### src/rtl/out_port_uart.sv
// out_port_uart: watches a 16-bit result bus, captures each new value into a
// small FIFO and sends every captured word over a UART line as two frames,
// high byte first, with no gap between frames or between words.
//
// Optional feature macro: OUT_PORT_UART_PARITY_EN
//   defined   -> even-parity bit after the data bits (11-bit frames)
//   undefined -> 8N1 (10-bit frames)
//
// Parameters:
//   DEPTH        FIFO depth in words (power of two, >= 2)
//   CLKS_PER_BIT clock cycles per UART bit (>= 2)
// Ports:
//   clk          system clock, rising edge
//   reset        synchronous active-high reset
//   data_in      result bus being watched
//   en           capture enable
//   tx           UART line, idle high
//   busy         FIFO non-empty or frame in progress
//   fifo_full    FIFO holds DEPTH words
//   fifo_count   words currently stored
//   overflow     sticky: a capture was dropped because the FIFO was full
module out_port_uart #(
  parameter int unsigned DEPTH        = 4,
  parameter int unsigned CLKS_PER_BIT = 16
) (
  input  logic                    clk,
  input  logic                    reset,
  input  logic [15:0]             data_in,
  input  logic                    en,
  output logic                    tx,
  output logic                    busy,
  output logic                    fifo_full,
  output logic [$clog2(DEPTH):0]  fifo_count,
  output logic                    overflow
);

  localparam int unsigned PW  = $clog2(DEPTH);
  localparam int unsigned CW  = PW + 1;
  localparam int unsigned CCW = $clog2(CLKS_PER_BIT);

  typedef enum logic [2:0] {
    S_IDLE,
    S_START,
    S_DATA,
`ifdef OUT_PORT_UART_PARITY_EN
    S_PARITY,
`endif
    S_STOP
  } state_t;

  state_t          state;
  state_t          state_next;

  logic [15:0]     mem [DEPTH];
  logic [PW-1:0]   wr_ptr;
  logic [PW-1:0]   rd_ptr;
  logic [15:0]     last_value;

  logic [CCW-1:0]  cyc_cnt;
  logic [CCW-1:0]  cyc_next;
  logic [2:0]      bit_cnt;
  logic [2:0]      bit_next;
  logic            byte_sel;        // 1 = high byte in flight
  logic            byte_sel_next;
  logic [15:0]     shift_word;
  logic [15:0]     shift_word_next;
  logic [7:0]      cur_byte_next;

  logic            fifo_empty;
  logic            bit_done;
  logic            last_bit;
  logic            push_req;
  logic            push;
  logic            pop;
  logic [CW-1:0]   count_next;
  logic            tx_d;
  logic            busy_d;

  assign fifo_empty = (fifo_count == '0);
  assign bit_done   = (cyc_cnt == CCW'(CLKS_PER_BIT - 1));
  assign last_bit   = (bit_cnt == 3'd7);

  // Change detect and FIFO admission; a full FIFO still accepts when a pop
  // frees a slot on the same edge.
  assign push_req   = en && (data_in != last_value);
  assign push       = push_req && (!fifo_full || pop);
  assign count_next = fifo_count + CW'(push) - CW'(pop);

  // State register
  always_ff @(posedge clk) begin
    if (reset) begin
      state <= S_IDLE;
    end else begin
      state <= state_next;
    end
  end

  // Next-state logic
  always_comb begin
    state_next = state;
    case (state)
      S_IDLE:  if (!fifo_empty) state_next = S_START;
      S_START: if (bit_done) state_next = S_DATA;
      S_DATA: begin
        if (bit_done && last_bit) begin
`ifdef OUT_PORT_UART_PARITY_EN
          state_next = S_PARITY;
`else
          state_next = S_STOP;
`endif
        end
      end
`ifdef OUT_PORT_UART_PARITY_EN
      S_PARITY: if (bit_done) state_next = S_STOP;
`endif
      S_STOP: begin
        if (bit_done) begin
          // Low byte still pending, or another word queued: straight to START.
          if (byte_sel || !fifo_empty) state_next = S_START;
          else                         state_next = S_IDLE;
        end
      end
      default: state_next = S_IDLE;
    endcase
  end

  // Output and datapath-next logic; tx/busy are computed from next-cycle
  // values so the registered line changes on the same edge as the state.
  always_comb begin
    pop             = 1'b0;
    cyc_next        = '0;
    bit_next        = bit_cnt;
    byte_sel_next   = byte_sel;
    shift_word_next = shift_word;
    cur_byte_next   = 8'h00;
    tx_d            = 1'b1;
    busy_d          = 1'b0;

    pop = ((state == S_IDLE) && !fifo_empty) ||
          ((state == S_STOP) && bit_done && !byte_sel && !fifo_empty);

    if ((state != S_IDLE) && !bit_done) cyc_next = cyc_cnt + CCW'(1);

    if (state == S_DATA) begin
      if (bit_done) bit_next = bit_cnt + 3'd1;
    end else begin
      bit_next = 3'd0;
    end

    if (pop) begin
      shift_word_next = mem[rd_ptr];
      byte_sel_next   = 1'b1;
    end else if ((state == S_STOP) && bit_done) begin
      byte_sel_next   = 1'b0;
    end

    cur_byte_next = byte_sel_next ? shift_word_next[15:8] : shift_word_next[7:0];

    case (state_next)
      S_START:  tx_d = 1'b0;
      S_DATA:   tx_d = cur_byte_next[bit_next];
`ifdef OUT_PORT_UART_PARITY_EN
      S_PARITY: tx_d = ^cur_byte_next;
`endif
      default:  tx_d = 1'b1;
    endcase

    busy_d = (state_next != S_IDLE) || (count_next != '0);
  end

  // FIFO storage; contents need no reset since the pointers are cleared.
  always_ff @(posedge clk) begin
    if (push && !reset) mem[wr_ptr] <= data_in;
  end

  // Pointers, flags, serializer datapath and registered outputs
  always_ff @(posedge clk) begin
    if (reset) begin
      wr_ptr     <= '0;
      rd_ptr     <= '0;
      fifo_count <= '0;
      fifo_full  <= 1'b0;
      overflow   <= 1'b0;
      last_value <= 16'h0000;
      cyc_cnt    <= '0;
      bit_cnt    <= 3'd0;
      byte_sel   <= 1'b0;
      shift_word <= 16'h0000;
      tx         <= 1'b1;
      busy       <= 1'b0;
    end else begin
      // last_value tracks even dropped captures so a dropped word never retries.
      if (push_req)         last_value <= data_in;
      if (push)             wr_ptr     <= wr_ptr + PW'(1);
      if (pop)              rd_ptr     <= rd_ptr + PW'(1);
      if (push_req && !push) overflow  <= 1'b1;
      fifo_count <= count_next;
      fifo_full  <= (count_next == CW'(DEPTH));
      cyc_cnt    <= cyc_next;
      bit_cnt    <= bit_next;
      byte_sel   <= byte_sel_next;
      shift_word <= shift_word_next;
      tx         <= tx_d;
      busy       <= busy_d;
    end
  end

endmodule
### config.mk
export PLATFORM = sky130hd
export DESIGN_NAME = out_port_uart
export DESIGN_NICKNAME = d
export VERILOG_FILES = /design/src/rtl/out_port_uart.sv
export SDC_FILE = /design/constraint.sdc
export NUM_CORES = 1
export LEC_CHECK = 0
export ABC_AREA = 1
export CORE_MARGIN = 2
export CORE_UTILIZATION = 49
export DETAILED_ROUTE_END_ITERATION = 10
export PLACE_DENSITY_LB_ADDON = 0.05
export SLEW_MARGIN = 30
export SYNTH_ARGS = -nofsm -noshare
export SYNTH_HDL_FRONTEND = slang
export SYNTH_SLANG_ARGS = --single-unit
### constraint.sdc
create_clock -name clk -period 6.2 [get_ports clk]
set_input_delay 0.93 -clock clk [delete_from_list [all_inputs] [get_ports clk]]
set_output_delay 0.93 -clock clk [all_outputs]
set_load 0.02 [all_outputs]
==> results of run 1 <==
## logic make-up (layout without fill, tap and decap cells)
kind of cell	after synthesis	in the layout	synth area share
compound gates	92	92	0.0977
simple gates	221	221	0.197
xor+xnor	15	15	0.0258
other cells	1	1	0.000736
buf+inv	64	102	0.0552
fa+ha+maj	10	10	0.0260
flops	120	120	0.597
## area by class of cell
class | instances | share of cell area
Clock inverter | 13 | 0.0323
Tap cell | 136 | 0.0282
Inverter | 44 | 0.0277
Multi-Input combinational cell | 339 | 0.296
Timing Repair Buffer | 26 | 0.0427
Sequential cell | 120 | 0.504
Clock buffer | 19 | 0.0698
## state kept, by name (all words and copies together), names as in the netlist, named ones only
register and flops:
last_value 16, byte_sel 1, wr_ptr 2, fifo_full 1
tx 1, overflow 1, fifo_count 3, busy 1
mem 64, bit_cnt 3, rd_ptr 2, cyc_cnt 4
state 3, shift_word 16
## per-layer routing
layer	vias up	track usage
met4	0	0.0752
met1	1597	0.249
met3	6	0.0411
li1	1817	-
met5	-	0
met2	56	0.324
## placed cells by master (no fill, tap or decap), types with 7 or more instances in the layout
cell | synthesis | layout
clkdlybuf4s50_1 | 0 | 25
ha_1 | 9 | 9
a21oi_1 | 18 | 18
nand3_1 | 41 | 41
inv_1 | 41 | 41
clkbuf_16 | 0 | 16
nor2_1 | 110 | 106
nand2_1 | 39 | 39
dfxtp_1 | 56 | 56
o21ai_0 | 58 | 58
edfxtp_1 | 64 | 64
nand2_2 | 7 | 7
xnor2_1 | 11 | 11
## worst register-to-register path, cell delays in order, from the launching register on
cell     delay (ns)
dfxtp_1        0.38
inv_1          0.08
nand2_1        0.09
nand3_1        0.40
nand2_4        0.49
inv_4          0.10
nand2_1        0.21
nand2_1        0.13
ha_1           0.31
inv_1          0.04
ha_1           0.18
fa_1           0.37
xor2_1         0.16
xor2_1         0.22
inv_1          0.08
nor4_1         0.22
## worst paths after layout
path                                    start    endpoint  slack [ns]  cells after the start
worst min register to register     cyc_cnt[0]  cyc_cnt[0]        0.44                      1
worst max register to register  fifo_count[0]   fifo_full        2.63                     15
worst max-delay path               data_in[4]   fifo_full        2.24                     16
worst min-delay path               cyc_cnt[0]  cyc_cnt[0]        0.44                      1
## power by group
group / total, mW / switching, mW / internal (mW)
sequential: 0.977 / 0.0463 / 0.931
clock: 1.01 / 0.354 / 0.659
combinational: 0.541 / 0.347 / 0.194
total: 2.53 / 0.747 / 1.78
==> qor.txt, run 1 <==
Design Area, Final: 6040 um^2
Yosys reg bits: 120
post-cts resize count: 0
WL/cell: 14.3 um
largest net degree at the start of global routing: 36
Area growth syn-to-layout: 18.6%
Post-DP Area: 5420 um^2
footprint of the multi-input gates: 1790 um^2
peak supply drop: 0.000258 V
Ports: 26
RSZ-0062 raised after global routing: no
synthesized cell area: 5100 um^2
Die ar.: 11200 um^2
WP data required: 6.58 ns
Synth warnings: 0
max-slew violation count: 0
Final min period: 3.96 ns
Setup Crit Path Kind: primary input to register
fmax: 0.253 GHz
uppermost layer routed: met4
synthesized net count: 552
# rows: 37
placed insts: 665
die width: 106 um
final hold violation count: 0
register area share after synthesis: 0.597
count leader, synth: nor2_1
CP max-delay cell: clkdlybuf4s50_1
main flop type after synthesis: edfxtp_1
Starting Density: 0.498
Fin Hold WS: 0.444 ns
fill cell count: 870
Mapped Cells: 523
Yosys cell types: 40
CTS Buf Count: 17
Worst-path clk slew: 0.06 ns
fin crit share: 0.639
final non-filler cell total: 697
Clock Latency Late Sink: 0.51 ns
worst setup margin: 2.24 ns
share of cells above drive strength 1: 0.105
DRT Pass-1 Iters: 4
dominant cells by area after synthesis: edfxtp_1, dfxtp_1, nor2_1
Bufs and invs on worst path: 4
Core Util, Final: 0.591
I/O Buffers: 25
ANT cells: 0
crit path max fanout: 19
final WL: 9.94 mm
Power Total: 2.53 mW
Crit path largest cell delay: 0.50 ns
H-tree levels: 4
initial antenna violation count: 0
HP Class: register to register
Cell Chain, Critical Path: clkdlybuf4s50_1, or2_2, o211ai_1, nor3_1, nand2_1, nand2_2, inv_2, nand2_1, ha_1, inv_1, ha_1, fa_1, xor2_1, xor2_1, inv_1, nor4_1
hold_buf cts: 0
first-pass GRT wire length: 16.7 mm
largest delay contributor family on the critical path: simple AND/OR/NAND/NOR gates
leakage: 2.31 nW
MaxCap Viol Count: 0
Synth area leader: edfxtp_1
Post-DP HPWL: 6.49 mm
initial drt markers: 193
# DRC: 0
Final setup violation count: 0
Clock Tree Buf Depth: 2
Net count, final: 577
Synth async-reset ratio: 0
Slew Limit Headroom: 0.386
Max Clock Skew: 0.0127 ns
outcome: finished clean
Die Y-Extent: 106 um
register area: 3040 um^2
CP Launch Type: primary input
via count: 3476
total gr overflow: 0
CP endpoint kind: register
Post-Syn Area per Cell: 9.74 um^2
arrival time worst endpoint: 4.34 ns
met3 WL post-DR: 380 um
Detail Route Antenna Nets: 0
CTS tree: done
Fin Setup TNS: 0 ns
Synth top area share: 0.377
Place WS: 1.74 ns
# Post-CTS Setup Buffers: 0
wl on met1: 4.63 mm
vias in the first global route: 3428
CORE AREA: 10200 um^2
most frequent cells after synthesis: nor2_1, edfxtp_1, o21ai_0, dfxtp_1
Slew @ Worst Pin: 0.920 ns
Routed met2 length: 4.84 mm
Post-synth EDFFs: 64
GRT Total Usage: 0.195
vias per inst: 4.99
GPL Wtd Cong: 0.779
Sink Count: 120
PwrDens: 419 nW/um^2
Root Driver: clkbuf_8
Power figures use the tool's default switching activity.
==> inputs of run 2 (changes only) <==
==> constraint.sdc (replaced) <==
create_clock -name clk -period 3.35 [get_ports clk]
set_input_delay 0.5025 -clock clk [delete_from_list [all_inputs] [get_ports clk]]
set_output_delay 0.5025 -clock clk [all_outputs]
set_load 0.02 [all_outputs]
==> qor.txt, run 2 (synthesis results as in run 1) <==
GRT Total Usage: 0.199
most flop-heavy register: mem
Worst-path clk slew: 0.06 ns
crit path max fanout: 10
Max Clock Skew: 0.00841 ns
HP Class: register to register
Post-DP HPWL: 6.71 mm
CORE AREA: 10200 um^2
power share of the sequential group: 0.389
arrival time worst endpoint: 3.44 ns
WL/cell: 14.2 um
outcome: finished clean
# rows: 37
RSZ-0062 raised after global routing: no
max FFs per register: 64
Die ar.: 11200 um^2
ANT cells: 0
footprint of the multi-input gates: 1770 um^2
Logic pwr share: 0.226
DRT Pass-1 Iters: 4
Clock Tree Buf Depth: 2
Design Area, Final: 6210 um^2
# DRC: 0
sw frac: 0.298
I/O Buffers: 25
share of cells above drive strength 1: 0.143
leakage: 2.43 nW
PwrDens: 746 nW/um^2
WP data required: 3.76 ns
CP Launch Type: register
die width: 106 um
initial antenna violation count: 0
fill cell count: 846
Slew @ Worst Pin: 0.873 ns
Clock Latency Late Sink: 0.51 ns
register area: 3040 um^2
Root Driver: clkbuf_8
GPL Wtd Cong: 0.863
final WL: 10.3 mm
Ports: 26
Place WS: -0.0516 ns
vias in the first global route: 3542
commonest non-fill, non-tap cells in the layout: nor2_1, edfxtp_1, o21ai_0
placed insts: 692
worst setup margin: 0.320 ns
Die Y-Extent: 106 um
Net count, final: 604
Post-DP Area: 5610 um^2
Final setup violation count: 0
Area growth syn-to-layout: 21.9%
max-slew violation count: 0
H-tree levels: 4
Starting Density: 0.498
via count: 3645
Net Switching: 1.38 mW
initial drt markers: 237
fmax: 0.330 GHz
final non-filler cell total: 724
final hold violation count: 0
Internal Power: 3.25 mW
Top Registers: mem (64), last_value (16), shift_word (16)
most common library cell in the layout ignoring fill and taps: nor2_1
Detail Route Antenna Nets: 0
fin crit share: 0.904
Slew Limit Headroom: 0.415
largest net degree at the start of global routing: 36
Sink Count: 120
Final min period: 3.03 ns
CTS tree: done
vias per inst: 5.03
total gr overflow: 0
Clk network pwr share: 0.385
first-pass GRT wire length: 16.9 mm
peak supply drop: 0.000473 V
CP endpoint kind: register
Setup Crit Path Kind: register to register
CTS Buf Count: 17
hold_buf cts: 0
MaxCap Viol Count: 0
[run 2: cell types whose count changed in the layout (fill, tap and decap cells not counted), moves of 2 or more]
cell        previous run  this run
inv_6                  4         1
nor2_1               106       110
clkinv_4               2         4
clkinvlp_4             3         5
buf_4                  1        28
nor2_2                 3         0
[run 2: final timing paths]
check | start | cells after the start | slack [ns] | end
max | cyc_cnt[0] | 16 | 0.32 | fifo_full
min | cyc_cnt[0] | 1 | 0.45 | cyc_cnt[0]
max reg2reg | cyc_cnt[0] | 16 | 0.32 | fifo_full
min reg2reg | cyc_cnt[0] | 1 | 0.45 | cyc_cnt[0]
[run 2: power groups by stage]
| stage | registers [mW] | clock network, mW | logic, mW |
|---|---|---|---|
| final | 1.80 | 1.78 | 1.05 |
| after global routing | 1.82 | 1.88 | 1.19 |
| after CTS | 1.81 | 1.80 | 1.06 |
| after detailed placement | 1.83 | 0 | 1.05 |
| after global placement | 1.83 | 0 | 1.04 |
| after floorplan | 1.85 | 0 | 0.734 |
[run 2: area by class of cell]
type	count	area share
Timing Repair Buffer	53	0.0741
Clock buffer	18	0.0673
Inverter	44	0.0270
Multi-Input combinational cell	339	0.286
Sequential cell	120	0.490
Clock inverter	14	0.0284
Tap cell	136	0.0274
[run 2: repair_timing]
item                                    CTS  global route
endpoints found under the setup margin    0             2
gates resized for setup                   0             1
buffers inserted                          0             0
[run 2: per-layer routing]
metal	wire length (um)	global-route usage	share of wire
met5	0	0	0
met4	124	0.0752	0.012
met3	465	0.0533	0.045
met2	5020	0.337	0.49
met1	4650	0.244	0.45
[run 2: stage by stage]
step,util,power [mW],hold WS (ns),setup TNS [ns]
2_1_floorplan,-,2.58,0.418,0
3_3_place_gp,0.549,2.87,0.434,0
3_5_place_dp,0.549,2.88,0.437,-0.0516
4_1_cts,0.607,4.67,0.449,0
5_1_grt,0.607,4.89,0.469,0
6_report,0.607,4.63,0.445,0
[run 2: critical path, stage by stage, from the launching register on]
cell and delay, ns:
dfxtp_1 0.35, ha_1 0.24, nand3_4 0.13, nor2_4 0.15, nand2_4 0.12, nand2_4 0.10, inv_4 0.05, nand2_2 0.12
nand2_1 0.13, ha_1 0.30, inv_1 0.04, ha_1 0.18, fa_1 0.39, xor2_1 0.16, xor2_1 0.21, inv_1 0.08
nor4_1 0.16
==> inputs of run 3 (changes only) <==
--- a/config.mk
+++ b/config.mk
@@ -5,7 +5,7 @@
 export SDC_FILE = /design/constraint.sdc
 export NUM_CORES = 1
 export LEC_CHECK = 0
-export ABC_AREA = 1
+export ABC_AREA = 0
 export CORE_MARGIN = 2
 export CORE_UTILIZATION = 49
 export DETAILED_ROUTE_END_ITERATION = 10
==> qor.txt, run 3 <==
outcome: finished clean
Detail Route Antenna Nets: 0
# rows: 36
most common library cell in the layout ignoring fill and taps: edfxtp_1
Clock Tree Buf Depth: 2
peak supply drop: 0.000436 V
CP Launch Type: register
most used cell, CP: ha_1
die width: 104 um
HP Class: primary input to register
initial antenna violation count: 0
Starting Density: 0.503
vias per inst: 5.20
Mapped Cells: 365
worst setup margin: 0.182 ns
fin crit share: 0.946
Post-synth EDFFs: 64
synthesized net count: 394
CORE AREA: 9730 um^2
Synth async-reset ratio: 0
Worst-path clk slew: 0.05 ns
fmax: 0.316 GHz
share of cells above drive strength 1: 0.206
Clock Latency Late Sink: 0.52 ns
CTS tree: done
Hold Crit Depth: 2
I/O Buffers: 25
Slew Limit Headroom: 0.451
vias in the first global route: 2992
CP max-delay cell: or3_2
commonest non-fill, non-tap cells in the layout: edfxtp_1, dfxtp_1, nand2_1
Bufs and invs on worst path: 1
max FFs per register: 64
Post-Syn Area per Cell: 13.4 um^2
H-tree levels: 4
Max Clock Skew: 0.00564 ns
crit path max fanout: 3
ANT cells: 0
# DRC: 0
final WL: 9.22 mm
Worst Hold End: rd_ptr[0]
Setup Crit Path Kind: register to register
Synth warnings: 0
count leader, synth: edfxtp_1
WL/cell: 16.3 um
Yosys cell types: 43
GPL Wtd Cong: 0.747
largest net degree at the start of global routing: 44
Sink Count: 120
Worst R2R Path Depth: 14
max-slew violation count: 0
DRT Pass-1 Iters: 4
Yosys reg bits: 120
PwrDens: 749 nW/um^2
main flop type after synthesis: edfxtp_1
largest delay contributor family on the critical path: simple AND/OR/NAND/NOR gates
Ports: 26
Synth area leader: edfxtp_1
Die Y-Extent: 104 um
CTS Buf Count: 17
Slew @ Worst Pin: 0.823 ns
hold path start: reset
RR Endpoint: busy
GRT Total Usage: 0.188
via count: 2935
arrival time worst endpoint: 3.55 ns
register area share after synthesis: 0.621
leakage: 2.32 nW
synthesized cell area: 4900 um^2
Final setup violation count: 0
Area growth syn-to-layout: 24.0%
Place WS: -0.330 ns
Final min period: 3.17 ns
Synth top area share: 0.392
Die ar.: 10800 um^2
final hold violation count: 0
Top Registers: mem (64), last_value (16), shift_word (16)
CP endpoint kind: register
Root Driver: clkbuf_8
WP data required: 3.73 ns
most flop-heavy register: mem
most frequent cells after synthesis: edfxtp_1, dfxtp_1, nand2_1, mux2i_1, nor2_1
initial drt markers: 100
Crit path largest cell delay: 0.50 ns
RSZ-0062 raised after global routing: no
reg2reg start: cyc_cnt[0]
MaxCap Viol Count: 0
Fin Setup TNS: 0 ns
Post-DP HPWL: 6.00 mm
total gr overflow: 0
Register-to-Register Setup Slack: 0.18 ns
Net count, final: 447
dominant cells by area after synthesis: edfxtp_1, dfxtp_1, mux4_2
first-pass GRT wire length: 15.2 mm
Cell Chain, Critical Path: ha_1, and4_2, a31oi_1, or3_2, nand2_1, nand3_1, ha_1, inv_1, ha_1, fa_2, xnor2_2, xnor2_2, nor4b_4, nor2_1
-- run 3: power by group --
part | internal (mW) | leakage (nW) | total, mW | switching (mW)
Combinational | 0.482 | 0.988 | 0.951 | 0.469
Sequential | 1.70 | 1.04 | 1.80 | 0.0967
Clock | 1.20 | 0.295 | 1.80 | 0.597
Total | 3.38 | 2.32 | 4.55 | 1.16
-- run 3: logic make-up (layout without fill, tap and decap cells) --
logic type | after synthesis | in the layout | synth area share
flip-flops | 120 | 120 | 0.621
multiplexers | 45 | 45 | 0.134
AO/OA/AOI/OAI | 33 | 33 | 0.0427
other | 1 | 1 | 0.000766
buffers and inverters | 29 | 95 | 0.0294
AND/OR/NAND/NOR | 104 | 104 | 0.104
adder cells (fa/ha/maj) | 10 | 10 | 0.0271
XOR/XNOR | 23 | 23 | 0.0411
-- run 3: worst max path at each step --
stage                            from  endpoint  slack, ns  cells after the start
after floorplan            cyc_cnt[0]      busy       0.09                     15
after global placement    data_in[10]      busy      -0.29                     13
after detailed placement  data_in[10]      busy      -0.33                     13
after CTS                  cyc_cnt[0]      busy       0.07                     14
after global routing       cyc_cnt[0]      busy       0.03                     14
final                      cyc_cnt[0]      busy       0.18                     14
-- run 3: area by class of cell --
| cell class | count | area, um^2 |
|---|---|---|
| Clock buffer | 23 | 477 |
| Clock inverter | 9 | 121 |
| Fill cell | 779 | 3660 |
| Timing Repair Buffer | 55 | 483 |
| Multi-Input combinational cell | 216 | 1750 |
| Sequential cell | 120 | 3040 |
| Tap cell | 133 | 166 |
| Inverter | 8 | 30.0 |
-- run 3: per-stage QoR --
| stage | area [um^2] | power, mW | std cells | hold slack, ns | util |
|---|---|---|---|---|---|
| floorplan | 4900 | 2.40 | 365 | 0.418 | - |
| global placement | 5430 | 2.70 | 532 | 0.432 | 0.558 |
| detailed placement | 5430 | 2.71 | 532 | 0.437 | 0.558 |
| CTS | 6030 | 4.53 | 564 | 0.272 | 0.620 |
| global route | 6070 | 4.76 | 564 | 0.299 | 0.624 |
| finish | 6070 | 4.55 | 564 | 0.302 | 0.624 |
-- run 3: worst register-to-register path, delay by kind of cell (launching register included) --
family	cells	cell delay [ns]
and+or+nand+nor	6	1.24
adders and majority gates	4	0.98
DFF	1	0.35
xor gates and xnor gates	2	0.33
AOI/OAI and AO/OA	1	0.09
buffers and inverters	1	0.04
-- run 3: what timing repair did --
| item | CTS | global route |
|---|---|---|
| hold endpoints to repair | 0 | 0 |
| resized for setup | 0 | 7 |
| buffers inserted | 0 | 0 |
| setup endpoints to repair | 0 | 2 |
| hold buffers | 0 | 0 |
-- run 3: layer usage --
layer / global-route usage / share of wire / wire length, um / vias up
met5: 0 / 0 / 0 / -
met4: 0.0743 / 0.0092 / 85 / 0
met3: 0.0620 / 0.031 / 283 / 11
met2: 0.305 / 0.51 / 4710 / 46
met1: 0.235 / 0.45 / 4140 / 1433
li1: - / - / - / 1445
